$ cat config.mk
export PLATFORM = sky130hd
export DESIGN_NAME = rvga_mem_arbiter
export DESIGN_NICKNAME = d
export VERILOG_FILES = /design/src/rtl/rvga_mem_arbiter.sv
export SDC_FILE = /design/constraint.sdc
export NUM_CORES = 1
export LEC_CHECK = 0
export BUFFER_PORTS_ARGS = -buffer_cell sky130_fd_sc_hd__buf_4
export CAP_MARGIN = 30
export CORE_MARGIN = 2
export CORE_UTILIZATION = 40
export DETAILED_ROUTE_END_ITERATION = 10
export HOLD_SLACK_MARGIN = 0.05
export PLACE_DENSITY = 0.7
export SLEW_MARGIN = 20
export SYNTH_ARGS = -nofsm -noshare
export SYNTH_HDL_FRONTEND = slang
export SYNTH_SLANG_ARGS = --single-unit
$ cat constraint.sdc
create_clock -name clk_i -period 2.95 [get_ports clk_i]
set_clock_uncertainty 0.15 [all_clocks]
set_input_delay 0.1475 -clock clk_i [delete_from_list [all_inputs] [get_ports clk_i]]
set_output_delay 0.1475 -clock clk_i [all_outputs]
set_load 0.03 [all_outputs]
$ cat src/rtl/rvga_mem_arbiter.sv
// rvga_mem_arbiter: shares one single-port memory bus between instruction fetch and data access; define RVGA_ARB_RR_EN for round-robin tie-breaking
module rvga_mem_arbiter (
  input  logic        clk_i,
  input  logic        rst_n_i,
  input  logic        imem_r_v_i,
  input  logic [31:0] imem_addr_i,
  output logic [31:0] imem_data_o,
  output logic        imem_resp_v_o,
  input  logic        dmem_r_v_i,
  input  logic        dmem_w_v_i,
  input  logic [31:0] dmem_addr_i,
  input  logic [31:0] dmem_data_i,
  input  logic [3:0]  dmem_wmask_i,
  output logic [31:0] dmem_data_o,
  output logic        dmem_resp_v_o,
  output logic        mem_req_v_o,
  input  logic        mem_req_ready_i,
  output logic        mem_we_o,
  output logic [31:0] mem_addr_o,
  output logic [31:0] mem_wdata_o,
  output logic [3:0]  mem_wmask_o,
  input  logic        mem_resp_v_i,
  input  logic [31:0] mem_rdata_i
);
  typedef enum logic [1:0] {IDLE, REQ, WAIT, RESP} state_t;
  state_t state, state_nxt;
  logic gnt_d, dreq, tie_d, win_d, grant;
  assign dreq  = dmem_r_v_i | dmem_w_v_i;
  assign grant = state == IDLE && (imem_r_v_i || dreq);
`ifdef RVGA_ARB_RR_EN
  logic last_d;
  assign tie_d = ~last_d;
`else
  assign tie_d = 1'b1;
`endif
  assign win_d = dreq && (!imem_r_v_i || tie_d);
  assign mem_req_v_o   = state == REQ;
  assign imem_resp_v_o = state == RESP && !gnt_d;
  assign dmem_resp_v_o = state == RESP && gnt_d;
  // state register
  always_ff @(posedge clk_i or negedge rst_n_i)
    if (!rst_n_i) state <= IDLE;
    else state <= state_nxt;
  // next state; requests are only looked at in IDLE so a held request is not reissued from RESP
  always_comb begin
    state_nxt = state;
    case (state)
      IDLE: state_nxt = grant ? REQ : IDLE;
      REQ:  state_nxt = mem_req_ready_i ? WAIT : REQ;
      WAIT: state_nxt = mem_resp_v_i ? RESP : WAIT;
      RESP: state_nxt = IDLE;
      default: state_nxt = IDLE;
    endcase
  end
  // latch the granted request onto the bus and capture read data for the granted side
  always_ff @(posedge clk_i or negedge rst_n_i)
    if (!rst_n_i) begin
      gnt_d       <= 1'b0;
      mem_we_o    <= 1'b0;
      mem_addr_o  <= '0;
      mem_wdata_o <= '0;
      mem_wmask_o <= '0;
      imem_data_o <= '0;
      dmem_data_o <= '0;
`ifdef RVGA_ARB_RR_EN
      last_d      <= 1'b0;
`endif
    end else begin
      if (grant) begin
        gnt_d       <= win_d;
        mem_we_o    <= win_d && dmem_w_v_i;
        mem_addr_o  <= win_d ? dmem_addr_i : imem_addr_i;
        mem_wdata_o <= win_d && dmem_w_v_i ? dmem_data_i : '0;
        mem_wmask_o <= win_d && dmem_w_v_i ? dmem_wmask_i : '0;
`ifdef RVGA_ARB_RR_EN
        last_d      <= win_d;
`endif
      end
      if (state == WAIT && mem_resp_v_i && !gnt_d) imem_data_o <= mem_rdata_i;
      if (state == WAIT && mem_resp_v_i && gnt_d && !mem_we_o) dmem_data_o <= mem_rdata_i;
    end
endmodule

Yosys cells after proc, flatten, opt, wreduce, memory -nomap -nowiden. Cells that the tools add are included.

Input port bits: 139. Output and inout port bits: 136. Register bits: 136. Word-level logic and storage cells: 31.

Equality and inequality tests: 3. Muxes and demuxes: 7. Bitwise operators: 1. Reductions and logical operators: 12.

Operator list (count): 32-bit two-way mux (2); 1-bit logical AND (8); 2-bit one-hot mux with 4 select lines (1); 2-bit equality test, second input constant (2); 4-bit two-way mux (1); 2-bit by 1-bit equality test with 1-bit output, second input constant (1); 1-bit zero test (2); 2-bit zero test (1); 1-bit two-way mux (2); 2-bit two-way mux (1); 1-bit logical OR (1); 1-bit bitwise OR (1).

Depth between registers and ports, before layout. Gate-level depths: netlist (run 1).

Depth in word-level cells: 5. Gate-level depth with buffers: 5. Gate-level depth less buffers: 3.

Worst setup path before layout (run 1). No wires, ideal clock.

Path kind: flip-flop to flip-flop. From: reg state[0]. To: reg dmem_data_o[11]. Required time: 2.675 ns. Cell stages (with the launch flop): 5. Path slack: 1.304 ns. Setup time: 0.125 ns. Clock period less this slack: 1.646 ns. Buffers on the path: 1. Data arrival time: 1.371 ns. Cells stage by stage: dfrtp_1 > nand3b_4 > nor3b_4 > buf_6 > mux2_2.

Word-level cells in the longest chain between the ends: 4.

Ends and longest elaborated chain: start, declared (RTL line 26) `state_t state, state_nxt;`; start signal, assigned (RTL line 43) `else state <= state_nxt;`; 2-bit equality test (RTL line 80) `if (state == WAIT && mem_resp_v_i && gnt_d && !mem_we_o) dmem_data_o <= mem_rdata_i;`; 1-bit logical AND (3 in a row) (RTL line 80); end signal, assigned (RTL line 80); end, declared (RTL line 14) `output logic [31:0] dmem_data_o,`.

Every way passes these cells. A chain may end at the register's enable or synchronous reset.

==> summary.txt, run 1 <==
Status
  – Status: finished, final reports clean

Detailed routing
  – 1st-iter DRT viols: 167
  – DRC: 0
  – Final wirelength: 16700 µm
  – Drt pass-1 iters: 4
  – Vias: 4704
  – Vias per inst: 4.78
  – Post-DR wirelength/cell: 17.0 µm
  – Post-DRT Antenna Nets: 0

STA
  – Slew Viols, Final: 0
  – Worst slew pin tran: 0.697 ns
  – Slew HR: 53.6%
  – Unrepaired setup endpoints after global routing: false
  – Fin. Hold Viols: 0
  – Setup_tns: 0 ns
  – Final setup violation count: 0
  – Fin crit period: 2.21 ns
  – Fin crit share: 74.9%
  – Fmax: 0.452 GHz

Hold path
  – Hold Crit Depth: 2
  – Hold path endpoint: mem_we_o
  – Hold path startpoint: dmem_w_v_i
  – Hold crit path type: input port to flip-flop

Yosys
  – Post-synthesis cell type count: 24
  – Synthesized flop and latch total: 136
  – Seq/Total Area, Yosys: 59.7%
  – Syn nets: 517
  – Top cell type's share of synthesized area: 59.7%
  – Synthesized cell area: 5700 µm²
  – Cell count after synthesis: 378
  – Avg Cell Area, Syn: 15.1 µm²
  – Leading area contributor after synthesis: dfrtp_1
  – Largest cells by area after synthesis: dfrtp_1 (60%), mux2_2 (24%), and3_2 (3.8%)
  – YS warnings: 0

GRT
  – Number of global-route vias before repair: 5032
  – GR Overflow Total: 0
  – Total track usage: 22.1%
  – Largest net degree at the start of global routing: 78
  – First-pass GRT wire length: 25400 µm
  – Initial antenna violation count: 0

Critical path
  – Endpoint type of the worst setup path: flip-flop
  – CP Data Required Time: 3.08 ns
  – Slowest CP cell: dlygate4sd3_1
  – Cells along the critical path: nor2_2 -> o21ai_4 -> buf_4 -> o311ai_0 -> dlygate4sd3_1
  – CP Launch Type: flip-flop
  – Top Family by Delay on Critical Path: buffers and inverters
  – Critical path buffers and inverters: 2
  – R2r setup slk: 0.74 ns
  – Max incr delay on CP: 0.61 ns
  – RR Endpoint: state[0]
  – Reg2reg path depth: 5
  – Worst path arrival time: 2.34 ns
  – Peak fanout along the critical path: 49
  – Setup Crit Path Kind: flip-flop to flip-flop

Layout
  – Final Util: 71.5%
  – Area added between synthesis and finish: 74.2%
  – Fillers: 884
  – Share of cells above drive strength 1: 61.1%
  – Nets: 931
  – N_diodes: 0
  – Most frequent cells in the layout: buf_4 (280), dlygate4sd3_1 (137), dfrtp_1 (136)
  – Most common cell after layout, fill and taps aside: buf_4
  – Final cell count without fillers: 985

Floorplanning
  – Std-Cell Rows: 43
  – Die Y: 123 µm
  – Boundary Pins: 275
  – Chip width: 123 µm
  – CORE AREA: 13900 µm²
  – Effective utilization at floorplan: 41.1%
  – Die area: 15200 µm²

Pwr
  – Power density over the cells: 1070 nW/µm²
  – VDD IR max: 537 µV
  – Leakage: 5.02 nW

Placed design
  – Placer Congestion: 0.730
  – Post-DP HPWL: 10600 µm
  – PortBufs: 274
  – Placed insts: 816

CTS
  – CTS clk-pin slew, worst paths: 0.05 ns
  – Worst-skew pair later-pin latency: 0.40 ns
  – Root Buffer Master: clkbuf_16
  – H-Tree Depth: 4
  – TritonCTS clock tree: done
  – CTS buffer count: 17
  – Post-CTS setup buffer count: 0
  – Longest Clk Path Bufs: 2
  – Clock Sinks: 136

Run
  – Max Cap Viol: 0
==> worst max-delay path by stage <==
stage,to,startpoint,cells past startpoint,slack [ns]
after detailed placement,mem_addr_o[29],dmem_w_v_i,5,0.99
after global placement,mem_addr_o[24],dmem_w_v_i,5,1.02
final,state[0],flip-flop,5,0.74
after global routing,state[0],flip-flop,5,0.58
after floorplan,dmem_data_o[11],state[0],4,1.30
after CTS,state[0],flip-flop,5,0.75
==> cell usage after synthesis <==
cell type / number
clkbuf_1: 8
mux2_1: 6
a22o_1: 1
buf_2: 8
and2b_2: 1
nand3b_4: 1
o311ai_0: 1
and3_1: 8
nor2_1: 2
dfrtp_1: 136
nor3b_4: 1
nand2_1: 2
o21ai_0: 1
and3_2: 29
nor3_1: 1
a21o_2: 20
nor2_2: 1
buf_6: 7
inv_1: 2
a21o_1: 16
or2_1: 1
o21ai_2: 1
mux2_2: 123
clkbuf_8: 1
==> metrics by stage <==
| stage | power, mW | area [µm²] | setup WS [ns] | hold WS [ns] |
|---|---|---|---|---|
| after floorplan | 6.30 | 5700 | 1.30 | -0.298 |
| after global placement | 8.09 | 7910 | 1.02 | 0.0566 |
| after detailed placement | 8.23 | 7910 | 0.986 | 0.0725 |
| after CTS | 10.7 | 9930 | 0.749 | 0.0896 |
| after global routing | 11.2 | 9930 | 0.578 | 0.134 |
| final | 10.7 | 9930 | 0.739 | 0.118 |
==> logic make-up (layout without fill, tap and decap cells) <==
family / Yosys count / count (layout) / synth area share [%]
flip-flops: 136 / 136 / 59.7
AO/OA/AOI/OAI: 40 / 40 / 5.73
multiplexers: 129 / 129 / 25.5
AND/OR/NAND/NOR: 47 / 47 / 6.10
buffers and inverters: 26 / 453 / 2.99
==> worst reg2reg max path, stage by stage (launching register included) <==
cell and delay, ns:
dfrtp_1 0.47, nor2_2 0.10, o21ai_4 0.07, buf_4 0.45, o311ai_0 0.25, dlygate4sd3_1 0.61
==> area by class of cell <==
| class | count | area (µm²) | share of cell area [%] |
|---|---|---|---|
| Multi-Input combinational cell | 216 | 2140 | 21.6 |
| Tap cell | 180 | 225 | 2.27 |
| Timing Repair Buffer | 419 | 3500 | 35.3 |
| Inverter | 2 | 7.51 | 0.0756 |
| Sequential cell | 136 | 3400 | 34.3 |
| Clock inverter | 10 | 164 | 1.65 |
| Clock buffer | 22 | 484 | 4.88 |
==> sequential cells by signal (all words and copies together) (netlist names), named ones only <==
name         cells
dmem_data_o     32
imem_data_o     32
mem_addr_o      32
mem_wdata_o     32
mem_wmask_o      4
gnt_d            1
mem_we_o         1
state            1
==> routing by layer <==
layer  GRT usage [%]  up-vias  part of all wire [%]
met5               0        -                     0
met4            9.23        0                   2.0
met3            8.63       30                   9.5
met2            37.9      201                    51
met1            24.4     2286                    38
li1                -     2187                     -
==> power by group <==
| part | switching [mW] | leakage [nW] | internal [mW] |
|---|---|---|---|
| combinational | 2.89 | 3.03 | 2.26 |
| sequential | 0.505 | 1.68 | 2.74 |
| clock | 0.771 | 0.317 | 1.51 |
==> repair_timing <==
action / 4_1_cts / 5_1_grt
hold endpoints to repair: 210 / 0
setup endpoints to repair: 0 / 0
resized for setup: 0 / 0
hold buffers: 137 / 0
Power figures use the tool's default switching activity.
==> inputs of run 2 (changes only) <==
Clock period 2.95 ns to 2.15 ns, I/O delays scaled along.
==> summary.txt, run 2 (same netlist as run 1, synthesis figures left out) <==
Placed design
  – Post-DP HPWL: 10600 µm
  – Placed insts: 816
  – PortBufs: 274
  – Worst slack at placement: 0.408 ns
  – Placer Congestion: 0.755

Hold path
  – Hold crit path type: input port to flip-flop

Floorplanning
  – Chip width: 123 µm
  – Std-Cell Rows: 43
  – Effective utilization at floorplan: 41.1%
  – Die area: 15200 µm²
  – Die Y: 123 µm
  – CORE AREA: 13900 µm²
  – Boundary Pins: 275

CTS
  – TritonCTS clock tree: done
  – Root Buffer Master: clkbuf_16
  – CTS buffer count: 17
  – Worst-skew pair later-pin latency: 0.41 ns
  – Clock Sinks: 136
  – H-Tree Depth: 4
  – Longest Clk Path Bufs: 2
  – CTS clk-pin slew, worst paths: 0.06 ns

GRT
  – Initial antenna violation count: 0
  – GRT Max-Usage Layer: met2
  – Total track usage: 22.8%
  – GR Overflow Total: 0
  – Number of global-route vias before repair: 5071
  – Grt met3 use: 9.09%
  – Largest net degree at the start of global routing: 53
  – Met2 Use GR: 38.2%
  – First-pass GRT wire length: 26200 µm
  – GR Layer Usage met1: 26.1%

Layout
  – Most frequent cells in the layout: buf_4 (276), dlygate4sd3_1 (138), dfrtp_1 (136)
  – Most common cell after layout, fill and taps aside: buf_4
  – Share of cells above drive strength 1: 61.3%
  – Nets: 935
  – Final cell count without fillers: 989
  – Area added between synthesis and finish: 76.6%

Detailed routing
  – 1st-iter DRT viols: 243
  – Post-DR wirelength/cell: 17.6 µm
  – Final wirelength: 17400 µm
  – Drt pass-1 iters: 4
  – DRC: 0
  – Post-DRT Antenna Nets: 0
  – Vias: 4809
  – Vias per inst: 4.86

STA
  – Final setup violation count: 0
  – Slew HR: 64.7%
  – Slew Viols, Final: 0
  – Fmax: 0.477 GHz
  – Fin worst setup slack: 0.0529 ns
  – Worst slew pin tran: 0.527 ns
  – Fin crit period: 2.10 ns
  – Fin crit share: 97.5%
  – Unrepaired setup endpoints after global routing: false
  – Setup_tns: 0 ns
  – Fin. Hold Viols: 0
  – Final hold slack: 0.104 ns

Critical path
  – Max incr delay on CP: 0.55 ns
  – Setup Crit Path Kind: input port to flip-flop
  – Critical path buffers and inverters: 4
  – Peak fanout along the critical path: 16
  – CP Data Required Time: 2.29 ns
  – Endpoint type of the worst setup path: flip-flop
  – CP Launch Type: input port
  – Cells along the critical path: dlygate4sd3_1 -> buf_4 -> nor2_4 -> buf_12 -> mux2_2 -> dlygate4sd3_1 -> mux2_2
  – Top Family by Delay on Critical Path: buffers and inverters
  – Worst path arrival time: 2.24 ns
  – Slowest CP cell: dlygate4sd3_1

Run
  – Max Cap Viol: 0

Status
  – Status: finished, final reports clean

Pwr
  – Total Power: 14.7 mW
  – Power density over the cells: 1460 nW/µm²
  – VDD IR max: 727 µV
  – Leakage: 5.07 nW
run 2: cell count changes in the layout (fill, tap and decap cells not counted), moves of 2 or more:
| cell | before | now |
|---|---|---|
| buf_12 | 1 | 7 |
| clkinv_4 | 1 | 3 |
| clkbuf_8 | 4 | 2 |
| inv_6 | 2 | 0 |
| buf_4 | 280 | 276 |
run 2: worst paths after layout:
kind	startpoint	to	slack [ns]	cells after the start
setup / recovery	dmem_r_v_i	mem_addr_o[2]	0.05	7
hold / removal	dmem_w_v_i	mem_we_o	0.10	2
setup reg to reg	state[0]	dmem_data_o[1]	0.41	4
hold reg to reg	mem_wmask_o[2]	mem_wmask_o[2]	0.33	1
max in group asynchronous	rst_n_i	imem_data_o[5]	0.81	3
min in group asynchronous	rst_n_i	dmem_data_o[9]	0.11	3
run 2: worst reg2reg max path: cells and delay by family, from the launching register on:
family / cells / cell delay [ns]
buffers and inverters: 1 / 0.24
DFF: 1 / 0.43
and+or+nand+nor: 2 / 0.42
muxes: 1 / 0.39
run 2: routing by layer:
metal  up-vias  routed length (µm)
met1      2365                6710
met4         0                 367
met5         -                   0
li1       2190                   -
met3        35                1610
met2       219                8750
run 2: area by class of cell:
type	count	area (µm²)
clock inverter	12	199
clock buffer	19	453
inverter	2	7.51
tap	180	225
multi-input combinational	216	2140
timing repair buffer	423	3630
fill	879	3820
antenna	1	2.50
sequential	136	3400
run 2: timing repair:
action | 4_1_cts | 5_1_grt
gates resized for setup | 0 | 1
endpoints found under the hold margin | 271 | 0
buffers inserted | 0 | 1
endpoints found under the setup margin | 0 | 1
hold buffers | 139 | 0
run 2: stage by stage:
stage	util [%]	instance area [µm²]
2_1_floorplan	-	5700
3_3_place_gp	57.4	7970
3_5_place_dp	57.4	7970
4_1_cts	72.2	10000
5_1_grt	72.5	10100
6_report	72.5	10100
run 2: where the power goes:
| part | total, mW | internal (mW) | switching, mW | leakage [nW] |
|---|---|---|---|---|
| clock network | 3.19 | 2.11 | 1.07 | 0.319 |
| logic | 7.07 | 3.11 | 3.96 | 3.08 |
| registers | 4.45 | 3.76 | 0.695 | 1.68 |
